==> src/rtl/emsensor_alarm_responder.sv <==
// Alarm responder for the EM/timing sensor: synchronises the raw alarm, confirms an attack
// inside an observation window, then drives key zeroization, core halt, strike counting and lockout.
module emsensor_alarm_responder #(
    parameter int WINDOW      = 16,
    parameter int THRESH      = 2,
    parameter int HOLD_CYCLES = 256,
    parameter int MAX_STRIKES = 3
) (
    input  logic       vclk,
    input  logic       vrst,
    input  logic       alarm_in,
    input  logic       enable,
    input  logic       irq_clr,
    input  logic       zeroize_ack,
    output logic       zeroize_req,
    output logic       halt_o,
    output logic       irq_o,
    output logic       locked_o,
    output logic [3:0] strike_cnt,
    output logic [2:0] state_o
);

    typedef enum logic [2:0] {
        ST_IDLE    = 3'd0,
        ST_WINDOW  = 3'd1,
        ST_RESPOND = 3'd2,
        ST_HOLD    = 3'd3,
        ST_LOCKED  = 3'd4
    } state_t;

    localparam int WIN_W  = $clog2(WINDOW + 1);
    localparam int HIT_W  = $clog2(THRESH + 1);
    localparam int HOLD_W = $clog2(HOLD_CYCLES + 1);

    localparam logic [WIN_W-1:0]  WIN_LAST  = WIN_W'(WINDOW - 1);
    localparam logic [HIT_W:0]    THRESH_V  = (HIT_W + 1)'(THRESH);
    localparam logic [HOLD_W-1:0] HOLD_LAST = HOLD_W'(HOLD_CYCLES - 1);
    localparam logic [3:0]        MAX_V     = 4'(MAX_STRIKES);

    logic              sync_q;
    logic              alarm_s;
    state_t            state;
    logic [WIN_W-1:0]  win_cnt;
    logic [HIT_W-1:0]  hit_cnt;
    logic [HOLD_W-1:0] hold_cnt;
    logic [HIT_W:0]    hit_next;

    // One bit wider than hit_cnt so the increment can never wrap before the compare.
    assign hit_next = {1'b0, hit_cnt} + {{HIT_W{1'b0}}, alarm_s};

    assign zeroize_req = (state == ST_RESPOND);
    assign halt_o      = (state == ST_RESPOND) || (state == ST_HOLD) || (state == ST_LOCKED);
    assign locked_o    = (state == ST_LOCKED);
    assign state_o     = state;

    // Two-flop synchroniser for the asynchronous, possibly glitching sensor alarm.
    always_ff @(posedge vclk) begin
        if (vrst) begin
            sync_q  <= 1'b0;
            alarm_s <= 1'b0;
        end else begin
            sync_q  <= alarm_in;
            alarm_s <= sync_q;
        end
    end

    // Response FSM with its window/hold counters, strike counter and sticky interrupt.
    always_ff @(posedge vclk) begin
        if (vrst) begin
            state      <= ST_IDLE;
            win_cnt    <= '0;
            hit_cnt    <= '0;
            hold_cnt   <= '0;
            strike_cnt <= 4'd0;
            irq_o      <= 1'b0;
        end else begin
            // A set later in this block overrides the clear, so set wins on collision.
            if (irq_clr) begin
                irq_o <= 1'b0;
            end else begin
                irq_o <= irq_o;
            end

            case (state)
                ST_IDLE: begin
                    if (alarm_s && enable) begin
                        if (THRESH == 1) begin
                            state <= ST_RESPOND;
                        end else begin
                            state   <= ST_WINDOW;
                            hit_cnt <= HIT_W'(1);
                            win_cnt <= '0;
                        end
                    end else begin
                        state <= ST_IDLE;
                    end
                end

                ST_WINDOW: begin
                    if (!enable) begin
                        state   <= ST_IDLE;
                        win_cnt <= '0;
                        hit_cnt <= '0;
                    end else if (hit_next >= THRESH_V) begin
                        state   <= ST_RESPOND;
                        win_cnt <= '0;
                        hit_cnt <= '0;
                    end else if (win_cnt == WIN_LAST) begin
                        state   <= ST_IDLE;
                        win_cnt <= '0;
                        hit_cnt <= '0;
                    end else begin
                        win_cnt <= win_cnt + WIN_W'(1);
                        hit_cnt <= hit_next[HIT_W-1:0];
                    end
                end

                ST_RESPOND: begin
                    if (zeroize_ack) begin
                        state    <= ST_HOLD;
                        hold_cnt <= '0;
                        irq_o    <= 1'b1;
                        if (strike_cnt != 4'd15) begin
                            strike_cnt <= strike_cnt + 4'd1;
                        end else begin
                            strike_cnt <= strike_cnt;
                        end
                    end else begin
                        state <= ST_RESPOND;
                    end
                end

                ST_HOLD: begin
                    if (hold_cnt == HOLD_LAST) begin
                        hold_cnt <= '0;
                        if (strike_cnt >= MAX_V) begin
                            state <= ST_LOCKED;
                        end else begin
                            state <= ST_IDLE;
                        end
                    end else begin
                        hold_cnt <= hold_cnt + HOLD_W'(1);
                    end
                end

                ST_LOCKED: begin
                    state <= ST_LOCKED;
                end

                default: begin
                    state <= ST_IDLE;
                end
            endcase
        end
    end

endmodule

==> config.mk <==
export PLATFORM = sky130hd
export DESIGN_NAME = emsensor_alarm_responder
export DESIGN_NICKNAME = d
export VERILOG_FILES = /design/src/rtl/emsensor_alarm_responder.sv
export SDC_FILE = /design/constraint.sdc
export NUM_CORES = 1
export LEC_CHECK = 0
export ABC_AREA = 1
export BUFFER_PORTS_ARGS = -buffer_cell sky130_fd_sc_hd__buf_4
export CORE_ASPECT_RATIO = 1.25
export CORE_MARGIN = 1.5
export CORE_UTILIZATION = 45
export DETAILED_ROUTE_END_ITERATION = 10
export PLACE_DENSITY_LB_ADDON = 0.2
export RECOVER_POWER = 100
export REMOVE_ABC_BUFFERS = 1
export SYNTH_ARGS = -nofsm -noshare
export SYNTH_HDL_FRONTEND = slang
export SYNTH_SLANG_ARGS = --single-unit
==> constraint.sdc <==
create_clock -name vclk -period 2.21 [get_ports vclk]
set_clock_uncertainty 0.2 [all_clocks]
set_input_delay 0.442 -clock vclk [delete_from_list [all_inputs] [get_ports vclk]]
set_output_delay 0.442 -clock vclk [all_outputs]
set_load 0.02 [all_outputs]
==> results by stage <==
Status:
- The flow ran to the end, and the final reports show no timing, DRC or antenna violations.

Timing:
- Derived from the worst setup path, the maximum achievable clock frequency is 0.496 GHz.
- Setup repair after global routing left no endpoint under its margin.
- For the final routed database, the setup TNS stands at 0 ns.
- The minimum clock period after layout is 2.02 ns.
- The post-route fraction of the period consumed by the critical path is 91.3%.
- In this run the tightest slew margin relative to its limit is 60.0%.
- The hold violation total from the final report is 0.
- The slew at the pin with the worst max-slew slack is 0.600 ns.
- Setup violations remaining at the end of the flow were counted as 0.
- Setup slack on the critical path of the routed design comes to 0.193 ns.
- The final max-slew violation count came to 0.

Synthesis:
- The instance count of the mapped netlist is 198.
- Of the synthesized area, sequential elements account for 37.3%.
- The Yosys step of the flow raised 0 warnings.
- Summing every instance area after synthesis gives 0.00140 mm².
- Counting flops and latches in the post-synthesis netlist gives 26.
- The number of different library cells used by synthesis comes to 24.
- The post-synthesis average cell area is 7.05 µm².
- The fraction of post-synthesis cell area in the top cell type by area is 37.3%.
- The cell type with the largest total area after synthesis is dfxtp_1.
- By area the synthesized netlist is led by dfxtp_1 37%, nand2_1 13%, nor2_1 7.3%.

Min path:
- The tightest min-delay check is of the primary input to flop type.
- The count of cells along the worst hold path is 3.

Clock tree:
- TritonCTS created 3 clock buffers.
- The clock passes through at most 2 buffers.
- Gates resized during post-CTS repair numbered 0.
- The clock tree from TritonCTS is built.
- The post-CTS setup repair buffer count is 0.
- Clock tree synthesis found a total of 26 sinks.
- The clock edge transition at the registers on the reported setup and hold paths is 0.15 ns.
- The root cell of the clock tree is clkbuf_4.
- The H-tree depth reported by CTS is 1.
- The clock latency on the worst-skew pair is 0.32 ns.
- The number of buffers inserted by hold repair at cts is 0.

Worst setup path:
- The number of cells on the worst reg-to-reg path is 10.
- STA puts the critical path data required time at 1.57 ns.
- The startpoint type of the worst setup path is a flop.
- By startpoint and endpoint, the worst setup path is classified as flop to output port.
- The data arrival time of the worst path is 1.37 ns.
- STA classifies the critical path endpoint as an output port.
- The largest fanout on the critical path is 5.

Final layout:
- The count of filler cells inserted in the layout is 311.
- Of the cells placed in the final design, the portion with a size suffix greater than 1 is 13.0%.
- The total number of nets in the final design is 229.
- The area used by multi-input combinational logic is 741 µm².
- The repair_antennas step left the layout with diodes totalling 0.
- The final non-filler cell area is 0.00153 mm².
- The final standard cell utilization of the core is 51.8%.
- The sequential cell area is 520 µm².
- The area added between synthesis and finish is 9.32%.

Global routing:
- For this run, the total global-route usage over all layers was measured as 18.4%.
- The first global-routing pass estimated 4770 µm of wire.
- The number of antenna violations at the first check in global routing came to 0.
- The total overflow left after global routing is 0.
- Entering global routing, the biggest net connects 15 pins.
- The via count of the first global-routing pass came to 1189.

Placement:
- The total of buffers placed on input and output ports is 16.
- The worst slack after detailed placement is 0.514 ns.
- Routability-driven placement finished with a final weighted congestion of 0.773.
- The HPWL after detailed placement is 2180 µm.
- The post-placement cell area is 0.00155 mm².

Floorplan:
- The starting density of the core is 47.4%.
- The die width is 52.8 µm.
- The area of the placeable core is 0.00295 mm².
- After floorplanning, the core was divided into 22 placement rows.
- The die span in y is 65.3 µm.
- The I/O pin count is 17.
- The floorplan step defined a die boundary enclosing 0.00345 mm².

Power and ir drop:
- Across the VDD grid, the largest voltage drop is 0.000354 V.
- For this design the static power due to leakage is 0.619 nW.
- In this run the power density over the cells is 511 mW/mm².

Drt:
- The DRC marker count from the first detailed-route iteration is 30.
- The number of vias after detailed routing is 1248.
- The pre-antenna-repair detailed-routing pass consisted of 4 iterations.
- After detailed routing, the number of remaining DRC violations is 0.
- After detailed routing, the average wire length per cell comes to 11.1 µm.
- The average vias per placed instance is 4.95.
- In this run the remaining antenna-violating nets after routing total 0.
- The total wirelength of the detailed-routed design is 2810 µm.

Job:
- Max-cap violations in this run came to 0.
final cells by class:
cell class	instances	share of cell area, %
multi-input combinational	144	48.5
sequential	26	34.1
inverter	26	6.39
timing repair buffer	16	5.66
tap	36	2.95
clock buffer	4	2.38
kinds of logic after synthesis:
kind of cell / after synthesis / synth area share [%]
simple gates: 105 / 35.2
xor+xnor: 3 / 1.88
flops: 26 / 37.3
compound gates: 30 / 12.5
fa+ha+maj: 6 / 5.38
buf+inv: 28 / 7.71
state kept, by name, summed over array words and instances, names as in the netlist:
signal      cells
hold_cnt        9
win_cnt         5
strike_cnt      4
state_o         3
hit_cnt         2
alarm_s         1
irq_o           1
sync_q          1
where the power goes:
part / internal (W) / switching [W] / leakage, nW
clock: 0.000101 / 0.000145 / 0.0210
combinational: 0.0000201 / 0.0000366 / 0.388
sequential: 0.000475 / 0.00000367 / 0.210
total: 0.000596 / 0.000185 / 0.619
through the flow:
stage	hold slack, ns	std cells	total power, W
after floorplan	0.188	196	0.000529
after global placement	0.201	248	0.000550
after detailed placement	0.203	248	0.000551
after CTS	0.111	252	0.000793
after global routing	0.113	252	0.000821
final	0.117	252	0.000780
path summary, 6_finish.rpt:
kind	startpoint	end	slack, ns
worst max-delay path	state_o[0]	halt_o	0.19
worst min-delay path	alarm_in	sync_q	0.12
worst max register to register	alarm_s	win_cnt[3]	0.35
worst min register to register	sync_q	alarm_s	0.22
cells in the mapped netlist:
cell / instances
buf_2: 2
xor2_1: 2
nand3_1: 11
nand2_1: 49
inv_1: 17
o21ai_1: 6
dfxtp_1: 26
nor2_1: 27
o21ai_4: 1
inv_2: 8
ha_1: 6
nor3_2: 2
nand2_2: 3
nor2_4: 3
clkinv_1: 1
a21o_1: 1
nor3_1: 2
nor2_2: 4
a21oi_1: 16
nand3_2: 1
a21oi_4: 1
xnor2_1: 1
nand2_4: 3
o21ai_0: 5
critical path, stage by stage, from the launching register on:
cell and delay, ns:
dfxtp_1 0.39, inv_1 0.22, nand2_4 0.10, o21ai_0 0.18
buf_4 0.17
metal layers:
metal / part of all wire (%) / vias up / GRT usage (%)
li1: - / 659 / -
met1: 42 / 580 / 20.1
met2: 56 / 7 / 35.9
met3: 1.6 / 2 / 2.27
met4: 0.61 / 0 / 4.81
met5: 0 / - / 0
placed cells by master (no fill, tap or decap), types with 2 or more instances in the layout:
cell      synthesis  final
nand2_1          49     51
xor2_1            2      2
o21ai_1           6      6
nand3_1          11     11
ha_1              6      6
nand2_4           3      2
nor2_1           27     30
dfxtp_1          26     26
nand2_2           3      2
buf_4             0      7
nor2_2            4      2
clkbuf_4          0      3
o21ai_0           5      5
clkbuf_1          0      9
nor3_1            2      3
a21oi_1          16     16
nor2_4            3      2
inv_2             8      5
inv_1            17     20
Power figures use the tool's default switching activity.
